## src/rtl/snn_frame_ctrl.sv

```systemverilog
// Frame sequencer for the SNN core: loads one UART frame into the input RAM,
// runs inference and returns the classified digit over the UART transmitter.
module snn_frame_ctrl #(
    parameter int NUM_BYTES      = 98,
    parameter int ADDR_WIDTH     = 7,
    parameter int TIMEOUT_CYCLES = 1000000,
    parameter int CNT_WIDTH      = 20
) (
    input  logic                  clk,
    input  logic                  rst_n,
    input  logic                  rx_rdy,
    input  logic [7:0]            rx_data,
    output logic                  ram_we,
    output logic [ADDR_WIDTH-1:0] ram_waddr,
    output logic [7:0]            ram_wdata,
    output logic                  nn_start,
    input  logic                  nn_done,
    input  logic [3:0]            nn_digit,
    input  logic                  tx_rdy,
    output logic                  tx_start,
    output logic [7:0]            tx_data,
    output logic [3:0]            result,
    output logic                  busy,
    output logic [1:0]            err
);

    typedef enum logic [2:0] {
        LOAD    = 3'd0,
        START   = 3'd1,
        RUN     = 3'd2,
        SEND    = 3'd3,
        TX_WAIT = 3'd4
    } state_t;

    localparam logic [ADDR_WIDTH-1:0] LAST_ADDR    = ADDR_WIDTH'(NUM_BYTES - 1);
    localparam logic [CNT_WIDTH-1:0]  TIMEOUT_LAST =
        CNT_WIDTH'((TIMEOUT_CYCLES > 0) ? (TIMEOUT_CYCLES - 1) : 0);
    localparam bit                    TIMEOUT_EN   = (TIMEOUT_CYCLES > 0);

    state_t                  state_r, state_nxt_s;
    logic [ADDR_WIDTH-1:0]   byte_cnt_r, byte_cnt_nxt_s;
    logic [CNT_WIDTH-1:0]    idle_cnt_r, idle_cnt_nxt_s;

    logic                    ram_we_r, ram_we_nxt_s;
    logic [ADDR_WIDTH-1:0]   ram_waddr_r, ram_waddr_nxt_s;
    logic [7:0]              ram_wdata_r, ram_wdata_nxt_s;
    logic                    nn_start_r, nn_start_nxt_s;
    logic                    tx_start_r, tx_start_nxt_s;
    logic [7:0]              tx_data_r, tx_data_nxt_s;
    logic [3:0]              result_r, result_nxt_s;
    logic                    busy_r, busy_nxt_s;
    logic [1:0]              err_r, err_nxt_s;

    logic                    timeout_s;
    logic                    overrun_s;
    logic [ADDR_WIDTH-1:0]   wr_addr_s;
    logic                    frame_done_s;
    logic                    tx_done_s;

    // A timeout abort restarts the frame, so a coincident byte lands at address 0.
    assign timeout_s    = TIMEOUT_EN && (state_r == LOAD) && (byte_cnt_r != '0)
                          && (idle_cnt_r == TIMEOUT_LAST);
    assign overrun_s    = rx_rdy && (state_r != LOAD);
    assign wr_addr_s    = timeout_s ? '0 : byte_cnt_r;
    assign frame_done_s = (state_r == LOAD) && rx_rdy && (wr_addr_s == LAST_ADDR);
    // tx_start_r is high exactly in the first TX_WAIT cycle, masking a stale tx_rdy.
    assign tx_done_s    = (state_r == TX_WAIT) && tx_rdy && !tx_start_r;

    // State register
    always_ff @(posedge clk or negedge rst_n) begin
        if (!rst_n) begin
            state_r <= LOAD;
        end else begin
            state_r <= state_nxt_s;
        end
    end

    // Next-state decode
    always_comb begin
        state_nxt_s = state_r;
        case (state_r)
            LOAD:    if (frame_done_s) state_nxt_s = START;   else state_nxt_s = LOAD;
            START:   state_nxt_s = RUN;
            RUN:     if (nn_done)      state_nxt_s = SEND;    else state_nxt_s = RUN;
            SEND:    if (tx_rdy)       state_nxt_s = TX_WAIT; else state_nxt_s = SEND;
            TX_WAIT: if (tx_done_s)    state_nxt_s = LOAD;    else state_nxt_s = TX_WAIT;
            default: state_nxt_s = LOAD;
        endcase
    end

    // Next values of the registered outputs and frame counters
    always_comb begin
        ram_we_nxt_s    = 1'b0;
        ram_waddr_nxt_s = ram_waddr_r;
        ram_wdata_nxt_s = ram_wdata_r;
        nn_start_nxt_s  = 1'b0;
        tx_start_nxt_s  = 1'b0;
        tx_data_nxt_s   = tx_data_r;
        result_nxt_s    = result_r;
        busy_nxt_s      = busy_r;
        err_nxt_s       = err_r | {timeout_s, overrun_s};
        byte_cnt_nxt_s  = byte_cnt_r;
        idle_cnt_nxt_s  = idle_cnt_r;
        case (state_r)
            LOAD: begin
                if (rx_rdy) begin
                    ram_we_nxt_s    = 1'b1;
                    ram_waddr_nxt_s = wr_addr_s;
                    ram_wdata_nxt_s = rx_data;
                    busy_nxt_s      = 1'b1;
                    idle_cnt_nxt_s  = '0;
                    if (frame_done_s) begin
                        byte_cnt_nxt_s = '0;
                    end else begin
                        byte_cnt_nxt_s = wr_addr_s + ADDR_WIDTH'(1);
                    end
                end else if (timeout_s) begin
                    byte_cnt_nxt_s = '0;
                    idle_cnt_nxt_s = '0;
                    busy_nxt_s     = 1'b0;
                end else if (byte_cnt_r != '0) begin
                    idle_cnt_nxt_s = idle_cnt_r + CNT_WIDTH'(1);
                end else begin
                    idle_cnt_nxt_s = '0;
                end
            end
            START: begin
                nn_start_nxt_s = 1'b1;
            end
            RUN: begin
                if (nn_done) begin
                    result_nxt_s = nn_digit;
                end else begin
                    result_nxt_s = result_r;
                end
            end
            SEND: begin
                if (tx_rdy) begin
                    tx_start_nxt_s = 1'b1;
                    tx_data_nxt_s  = {4'h0, result_r};
                end else begin
                    tx_start_nxt_s = 1'b0;
                end
            end
            TX_WAIT: begin
                if (tx_done_s) begin
                    busy_nxt_s = 1'b0;
                end else begin
                    busy_nxt_s = busy_r;
                end
            end
            default: begin
                byte_cnt_nxt_s = '0;
                idle_cnt_nxt_s = '0;
            end
        endcase
    end

    // Output and counter registers
    always_ff @(posedge clk or negedge rst_n) begin
        if (!rst_n) begin
            ram_we_r    <= 1'b0;
            ram_waddr_r <= '0;
            ram_wdata_r <= 8'h00;
            nn_start_r  <= 1'b0;
            tx_start_r  <= 1'b0;
            tx_data_r   <= 8'h00;
            result_r    <= 4'h0;
            busy_r      <= 1'b0;
            err_r       <= 2'b00;
            byte_cnt_r  <= '0;
            idle_cnt_r  <= '0;
        end else begin
            ram_we_r    <= ram_we_nxt_s;
            ram_waddr_r <= ram_waddr_nxt_s;
            ram_wdata_r <= ram_wdata_nxt_s;
            nn_start_r  <= nn_start_nxt_s;
            tx_start_r  <= tx_start_nxt_s;
            tx_data_r   <= tx_data_nxt_s;
            result_r    <= result_nxt_s;
            busy_r      <= busy_nxt_s;
            err_r       <= err_nxt_s;
            byte_cnt_r  <= byte_cnt_nxt_s;
            idle_cnt_r  <= idle_cnt_nxt_s;
        end
    end

    assign ram_we    = ram_we_r;
    assign ram_waddr = ram_waddr_r;
    assign ram_wdata = ram_wdata_r;
    assign nn_start  = nn_start_r;
    assign tx_start  = tx_start_r;
    assign tx_data   = tx_data_r;
    assign result    = result_r;
    assign busy      = busy_r;
    assign err       = err_r;

endmodule

```

## config.mk

```make
export PLATFORM = sky130hd
export DESIGN_NAME = snn_frame_ctrl
export DESIGN_NICKNAME = d
export VERILOG_FILES = /design/src/rtl/snn_frame_ctrl.sv
export SDC_FILE = /design/constraint.sdc
export NUM_CORES = 1
export LEC_CHECK = 0
export CAP_MARGIN = 0
export CORE_MARGIN = 2
export CORE_UTILIZATION = 30
export DETAILED_ROUTE_END_ITERATION = 7
export SKIP_LAST_GASP = 1
export SYNTH_ARGS = -nofsm -noshare
export SYNTH_HDL_FRONTEND = slang
export SYNTH_SLANG_ARGS = --single-unit
```

## constraint.sdc

```tcl
create_clock -name clk -period 3.1 [get_ports clk]
set_clock_uncertainty 0.05 [all_clocks]
set_input_delay 0.465 -clock clk [delete_from_list [all_inputs] [get_ports clk]]
set_output_delay 0.465 -clock clk [all_outputs]
set_load 0.03 [all_outputs]
```

### Word level (Yosys, flattened, before mapping)

Index checks and enable logic that the tools add are counted.
W data, S select, Z words.

* input bits: 17
* output and inout port bits: 33
* logic and storage cells: 62
* flip-flop bits (word level): 59

* $add $sub $neg: 2
* reductions and logical operators: 17
* bitwise logic cells: 1
* muxes and demuxes: 22
* eq/ne operators: 8

Operators by type and width (number)
* $mux W20: 3
* $pmux W20 S2: 1
* $mux W7: 3
* $add A20 B1 Y20 const B: 1
* $eq A20 B20 Y1 const B: 1
* $pmux W3 S5: 1
* $pmux W7 S2: 1
* $mux W1: 10
* $add A7 B1 Y7 const B: 1
* $eq A7 B7 Y1 const B: 1
* $logic_and A1 B1 Y1: 7
* $reduce_bool A7 Y1: 1
* $eq A3 B2 Y1 const B: 2
* $mux W3: 2
* $reduce_and A2 Y1: 3
* $reduce_or A4 Y1: 1
* $eq A3 B1 Y1 const B: 1
* $eq A3 B3 Y1 const B: 1
* $logic_not A3 Y1: 1
* $ne A3 B3 Y1 const B: 1
* $reduce_and A3 Y1: 1
* $reduce_bool A3 Y1: 1
* $ne A2 B2 Y1 const B: 1
* $or A2 B2 Y2: 1
* other kinds (3): 3

### Logic depth before layout (Yosys ltp)

Gate-level depths: netlist of the first run.

* depth in word-level cells: 9
* depth in mapped cells: 11
* depth with buffers taken out: 10

### Worst setup path before layout of the first run

Ideal clock, no wire load.

* path kind: reg2reg
* start point: register byte_cnt_r[0]
* end point: register byte_cnt_r[3]
* data arrival time: 2.450 ns
* setup time: 0.121 ns
* buffers on the path: 2
* clock period less this slack: 2.621 ns
* cell stages (with the launch flop): 12
* setup slack: 0.479 ns
* data required time: 2.929 ns
* cells stage by stage: dfrtp_1 > clkbuf_1 > nor4_1 > nand2_1 > and3_1 > clkbuf_1 > a21boi_0 > ha_1 > and4_1 > nand2_1 > a41o_1 > a22o_1

* word-level cells in the longest chain between the ends: 9
* elaborated cells between the ends (all ways): 10
* classes of those cells: add/sub (1); eq/ne (1); mux (4); reduce/logical (4)

RTL lines
* start, declared: RTL line 41 `logic [ADDR_WIDTH-1:0] byte_cnt_r, byte_cnt_nxt_s;`
* start signal, assigned: RTL line 183 `byte_cnt_r <= byte_cnt_nxt_s;`
* $reduce_bool A7 Y1: RTL line 61 `assign timeout_s = TIMEOUT_EN && (state_r == LOAD) && (byte_cnt_r != '0)`
* $logic_and A1 B1 Y1: RTL line 61
* $logic_and A1 B1 Y1: RTL line 62 `&& (idle_cnt_r == TIMEOUT_LAST);`
* $mux W7 (*)
* parallel branches: the longest is 3 deep, another holds $add A7 B1 Y7
* $mux W7 (*): RTL line 106 `if (rx_rdy) begin`
* $pmux W7 S2 (*): RTL line 104 `case (state_r)`

Every way passes the cells marked *.
A chain may end at the register's enable or synchronous reset.

### Worst setup path in the final report of the first run

* start point: register idle_cnt_r[0]
* end point: register byte_cnt_r[3]

* word-level cells in the longest chain between the ends: 8
* elaborated cells between the ends (all ways): 9
* classes of those cells: add/sub (1); eq/ne (2); mux (4); reduce/logical (2)

RTL lines
* start, declared: RTL line 42 `logic [CNT_WIDTH-1:0] idle_cnt_r, idle_cnt_nxt_s;`
* start signal, assigned: RTL line 184 `idle_cnt_r <= idle_cnt_nxt_s;`
* $eq A20 B20 Y1 (*): RTL line 62
* $logic_and A1 B1 Y1 (*): RTL line 62
* $mux W7 (*)
* parallel branches: the longest is 3 deep, another holds $add A7 B1 Y7
* $mux W7 (*): RTL line 106
* $pmux W7 S2 (*): RTL line 104

Marks and branches as above.

==> results of run 1 <==
## per-stage QoR
step                      std cells  cell area [um^2]   util
final                           457              3590  0.390
after floorplan                 294              2840      -
after CTS                       457              3590  0.390
after detailed placement        441              3380  0.367
after global placement          441              3380  0.367
after global routing            457              3590  0.390
## cell type report
class                           instances  area [um^2]  share of cell area
Sequential cell                        59         1480               0.412
Multi-Input combinational cell        213         1240               0.347
Timing Repair Buffer                   52          498               0.139
Tap cell                              111          139              0.0387
Clock buffer                           10          128              0.0356
Clock inverter                          6         80.1              0.0223
Inverter                                6         22.5             0.00628
## worst max-delay path: stages, from the launching register on
cell,delay [ns]
dfrtp_1,0.44
ha_1,0.25
nand2_1,0.12
nor2_1,0.34
nand3_1,0.15
o21ai_0,0.19
ha_1,0.16
and4_1,0.27
nand2_1,0.11
a41o_1,0.26
a22o_1,0.18
## layer usage
| metal | vias to the layer above | global-route usage | wire length, um |
|---|---|---|---|
| met3 | 6 | 0.0414 | 302 |
| met2 | 49 | 0.202 | 2790 |
| li1 | 1100 | - | - |
| met4 | 0 | 0.0530 | 61 |
| met1 | 1029 | 0.162 | 2770 |
| met5 | - | 0 | 0 |
## power breakdown
part / total, mW / switching, mW / internal (mW)
combinational: 1.22 / 0.744 / 0.476
clock: 0.738 / 0.291 / 0.447
sequential: 1.11 / 0.155 / 0.956
## cells by family after synthesis
| kind of cell | count (synthesis) | share of synthesized area |
|---|---|---|
| and+or+nand+nor | 144 | 0.242 |
| DFF | 59 | 0.521 |
| AOI/OAI and AO/OA | 44 | 0.119 |
| buffers and inverters | 22 | 0.0437 |
| xor gates and xnor gates | 13 | 0.0402 |
| muxes | 6 | 0.0230 |
| adders and majority gates | 2 | 0.00883 |
| other | 1 | 0.00132 |
## state kept, by name, summed over array words and instances, names as in the netlist
name	cells
err	2
state_r	3
tx_start	1
ram_wdata	8
idle_cnt_r	20
ram_we	1
result	4
nn_start	1
ram_waddr	7
busy	1
byte_cnt_r	7
tx_data	4
## cell usage after synthesis, types with 2 or more instances
library cell / number / area share
nor3b_1: 3 / 0.0079
nand4_1: 5 / 0.011
or4_1: 2 / 0.0053
mux2i_1: 2 / 0.0071
a2111oi_4: 2 / 0.019
xnor2_1: 2 / 0.0062
dfrtp_1: 59 / 0.52
and3_1: 6 / 0.013
mux2_2: 4 / 0.016
a31oi_1: 2 / 0.0044
xor2_1: 11 / 0.034
buf_4: 4 / 0.011
and2_1: 3 / 0.0066
a22o_1: 3 / 0.0093
a21o_1: 3 / 0.0079
buf_6: 3 / 0.012
buf_2: 3 / 0.0053
o21ai_0: 13 / 0.023
o31ai_1: 3 / 0.0079
nor3_1: 4 / 0.0071
and4_1: 4 / 0.012
nand2_1: 66 / 0.087
a21oi_1: 3 / 0.0053
nor4_1: 2 / 0.0044
o211ai_1: 2 / 0.0053
o21ai_1: 5 / 0.0088
nor2_2: 2 / 0.0044
nand3_1: 14 / 0.025
nand2b_1: 4 / 0.0088
nor2_1: 23 / 0.030
clkbuf_1: 6 / 0.0079
ha_1: 2 / 0.0088
inv_1: 5 / 0.0066
## worst min path at each step
stage               start              to  slack (ns)  cells after the start
finish              rst_n  idle_cnt_r[10]       0.009                      1
global route        rst_n  idle_cnt_r[10]        0.04                      1
floorplan           rst_n            busy        0.12                      0
global placement    rst_n   idle_cnt_r[9]        0.38                      1
CTS                 rst_n      tx_data[0]       0.007                      1
detailed placement  rst_n   idle_cnt_r[9]        0.38                      1
==> impl_metrics.env, run 1 <==
export IMPL_outcome="finished clean"
export IMPL_drc=0
export IMPL_num_antenna_cells=0
export IMPL_grt_pass1_vias=2132
export IMPL_ys_warn_count=0
export IMPL_overflow=0
export IMPL_power_density_nw_per_um2=855
export IMPL_cts_resized=0
export IMPL_die_area_um2=10200
export IMPL_syn_avg_cell_area_um2=9.73
export IMPL_setup_viol=0
export IMPL_hold_viol_final=0
export IMPL_rsz0062_at_grt="false"
export IMPL_startpoint_type="flop"
export IMPL_place_hpwl_mm=4.15
export IMPL_hp_class="in -> async"
export IMPL_fin_nets=360
export IMPL_place_congestion=0.799
export IMPL_relSlewSlack=0.578
export IMPL_whs_ns=0.00932
export IMPL_cts_buffer_depth=2
export IMPL_regToRegSetupSlack_ns=0.47
export IMPL_drtAntennaViolNets=0
export IMPL_avgRoutedWirePerCell_um=13.0
export IMPL_numCtsBuffers=9
export IMPL_pre_cts_ws_ns=0.504
export IMPL_layout_commonest_cell="nand2_1"
export IMPL_most_common_layout_cells="nand2_1, dfrtp_1, clkdlybuf4s50_1, nor2_1, nand3_1"
export IMPL_hold_buffers=0
export IMPL_clock_sinks=59
export IMPL_drv_slew=0
export IMPL_die_w_um=101
export IMPL_grt_pass1_wl_mm=10.1
export IMPL_worst_pin_slew_ns=0.632
export IMPL_critPathArrivalTime_ns=2.81
export IMPL_syn_area_um2=2830
export IMPL_tns_ns=0
export IMPL_path_class="reg -> reg"
export IMPL_ys_seq_area_frac=0.521
export IMPL_cts_root_buf="clkbuf_8"
export IMPL_finalPower_mw=3.07
export IMPL_async_flop_share=1.00
export IMPL_die_y_um=101
export IMPL_pin_count=50
export IMPL_period_needed_ns=2.63
export IMPL_r2r_end="byte_cnt_r[3]"
export IMPL_drt_first_pass_iters=4
export IMPL_clk_pin_slew_ns=0.07
export IMPL_ff2ff_path_depth=10
export IMPL_synth_distinct_cells=49
export IMPL_vdd_drop_max_uv=267
export IMPL_drtIter0Drc=99
export IMPL_antenna_found_initial=0
export IMPL_clkLatencyLatePin_ns=0.34
export IMPL_post_cts_buffers=0
export IMPL_synth_flop_cell="dfrtp_1"
export IMPL_endpoint="byte_cnt_r[3]"
export IMPL_drive_above_1_share=0.0983
export IMPL_wl_mm=5.93
export IMPL_setup_ws_ns=0.472
export IMPL_fill_cells=933
export IMPL_start_util=0.308
export IMPL_grt_usage=0.128
export IMPL_leakage_nw=1.59
export IMPL_grt_max_degree=25
export IMPL_io_buffers=45
export IMPL_rr_startpoint="idle_cnt_r[0]"
export IMPL_cts_htree_levels=3
export IMPL_synthCells=291
export IMPL_synth_seq_cells=59
export IMPL_area_growth_pct=26.6
export IMPL_synth_edf_count=0
export IMPL_core_area_um2=9200
export IMPL_max_cap_violations=0
export IMPL_period_share=0.848
export IMPL_fmax_ghz=0.381
export IMPL_vias=2184
export IMPL_required_ns=3.28
export IMPL_fp_row_count=35
export IMPL_cp_end_kind="flop"
export IMPL_routed_via_density=4.78
export IMPL_cts_tree="built"
export IMPL_cp_max_fo=6
export IMPL_critPathLaunch="idle_cnt_r[0]"
Power figures use the tool's default switching activity.
==> run 2: changes to the inputs <==
==> constraint.sdc (replaced) <==
create_clock -name clk -period 2.6 [get_ports clk]
set_clock_uncertainty 0.05 [all_clocks]
set_input_delay 0.39 -clock clk [delete_from_list [all_inputs] [get_ports clk]]
set_output_delay 0.39 -clock clk [all_outputs]
set_load 0.03 [all_outputs]
==> impl_metrics.env, run 2 (synthesized netlist as in run 1, its figures left out) <==
export IMPL_grt_usage=0.130
export IMPL_critPathLaunch="idle_cnt_r[7]"
export IMPL_die_area_um2=10200
export IMPL_drive_above_1_share=0.124
export IMPL_post_cts_buffers=0
export IMPL_fin_cells=465
export IMPL_cp_max_fo=6
export IMPL_io_buffers=45
export IMPL_setup_ws_ns=0.160
export IMPL_path_class="reg -> reg"
export IMPL_power_density_nw_per_um2=983
export IMPL_max_cap_violations=0
export IMPL_area_growth_pct=28.2
export IMPL_place_hpwl_mm=4.31
export IMPL_cts_tree="built"
export IMPL_most_common_layout_cells="nand2_1, dfrtp_1, clkdlybuf4s50_1, nor2_1, buf_4"
export IMPL_period_needed_ns=2.44
export IMPL_pre_cts_ws_ns=0.132
export IMPL_drtAntennaViolNets=0
export IMPL_hold_viol_final=0
export IMPL_drc=0
export IMPL_critPathArrivalTime_ns=2.62
export IMPL_pin_count=50
export IMPL_drv_slew=0
export IMPL_die_w_um=101
export IMPL_leakage_nw=1.61
export IMPL_slowest_stage="dfrtp_1"
export IMPL_vdd_drop_max_uv=301
export IMPL_start_util=0.308
export IMPL_grt_max_degree=37
export IMPL_wl_mm=6.03
export IMPL_outcome="finished clean"
export IMPL_cts_htree_levels=3
export IMPL_fmax_ghz=0.410
export IMPL_top_register="idle_cnt_r"
export IMPL_num_antenna_cells=0
export IMPL_overflow=0
export IMPL_grt_pass1_vias=2206
export IMPL_place_congestion=0.855
export IMPL_cts_buffer_depth=2
export IMPL_period_share=0.938
export IMPL_ff2ff_path_depth=9
export IMPL_cp_cell_sequence="nor4b_1 > and4_2 > nand3_1 > o21ai_0 > ha_1 > and4_1 > nand2_1 > a41o_1 > a22o_1"
export IMPL_place_inst=449
export IMPL_largest_reg_flops=20
export IMPL_clk_pin_slew_ns=0.06
export IMPL_numCtsBuffers=9
export IMPL_worst_pin_slew_ns=0.595
export IMPL_cp_slowest_stage_delay_ns=0.43
export IMPL_rsz0062_at_grt="false"
export IMPL_rr_startpoint="idle_cnt_r[7]"
export IMPL_core_area_um2=9200
export IMPL_required_ns=2.78
export IMPL_tns_ns=0
export IMPL_cts_root_buf="clkbuf_8"
export IMPL_layout_commonest_cell="nand2_1"
export IMPL_relSlewSlack=0.601
export IMPL_fin_nets=369
export IMPL_clkLatencyLatePin_ns=0.34
export IMPL_grt_pass1_wl_mm=10.2
export IMPL_vias=2259
export IMPL_startpoint_type="flop"
export IMPL_regToRegSetupSlack_ns=0.16
export IMPL_fp_row_count=35
export IMPL_r2r_end="byte_cnt_r[3]"
export IMPL_endpoint="byte_cnt_r[3]"
export IMPL_drtIter0Drc=89
export IMPL_cp_end_kind="flop"
export IMPL_drt_first_pass_iters=4
export IMPL_die_y_um=101
export IMPL_antenna_found_initial=0
export IMPL_hp_class="reg -> reg"
export IMPL_avgRoutedWirePerCell_um=13.0
export IMPL_routed_via_density=4.86
export IMPL_clock_sinks=59
export IMPL_setup_viol=0
[run 2: how the worst min path moves through the flow]
| stage | from | endpoint | cells after the start |
|---|---|---|---|
| after floorplan | rst_n | busy | 0 |
| after global routing | err[1] | err[1] | 1 |
| after global placement | rst_n | idle_cnt_r[15] | 2 |
| after detailed placement | rst_n | idle_cnt_r[15] | 2 |
| after CTS | err[1] | err[1] | 1 |
| final | err[1] | err[1] | 1 |
[run 2: metrics by stage]
step / power, mW / util / hold slack [ns] / instance area, um^2
floorplan: 2.32 / - / 0.0444 / 2850
global placement: 2.86 / 0.375 / 0.361 / 3450
detailed placement: 2.88 / 0.375 / 0.364 / 3450
CTS: 3.60 / 0.393 / 0.423 / 3620
global route: 3.81 / 0.395 / 0.442 / 3630
finish: 3.57 / 0.395 / 0.413 / 3630
[run 2: metal layers]
| layer | up-vias | GRT usage | wire length [um] |
|---|---|---|---|
| li1 | 1119 | - | - |
| met1 | 1090 | 0.165 | 2870 |
| met2 | 40 | 0.196 | 2790 |
| met3 | 10 | 0.0545 | 273 |
| met4 | 0 | 0.0509 | 98 |
| met5 | - | 0 | 0 |
[run 2: cell type report]
cell class | count | area, um^2
Clock inverter | 3 | 15.0
Tap cell | 111 | 139
Fill cell | 944 | 5560
Timing Repair Buffer | 61 | 568
Inverter | 6 | 22.5
Clock buffer | 12 | 145
Sequential cell | 59 | 1480
Multi-Input combinational cell | 213 | 1260
[run 2: what timing repair did]
action,in CTS,in global routing
hold buffers,1,0
endpoints found under the setup margin,0,5
endpoints found under the hold margin,23,0
resized for setup,0,5
[run 2: power breakdown]
group / leakage [nW] / switching [mW] / internal (mW)
sequential: 0.773 / 0.165 / 1.14
clock: 0.0860 / 0.341 / 0.361
combinational: 0.750 / 0.921 / 0.639
[run 2: worst max-delay path: cells and delay by family, from the launching register on]
| family | cells | cell delay [ns] |
|---|---|---|
| AOI/OAI and AO/OA | 3 | 0.61 |
| DFF | 1 | 0.43 |
| and+or+nand+nor | 5 | 1.08 |
| adders and majority gates | 1 | 0.17 |
==> run 3: changes to the inputs <==
--- a/config.mk
+++ b/config.mk
@@ -8,6 +8,7 @@
 export CAP_MARGIN = 0
 export CORE_MARGIN = 2
 export CORE_UTILIZATION = 30
+export CTS_CLUSTER_SIZE = 10
 export DETAILED_ROUTE_END_ITERATION = 7
 export SKIP_LAST_GASP = 1
 export SYNTH_ARGS = -nofsm -noshare
==> results of run 3 <==
The final DEF is identical to that of run 2; final timing and power are the same.
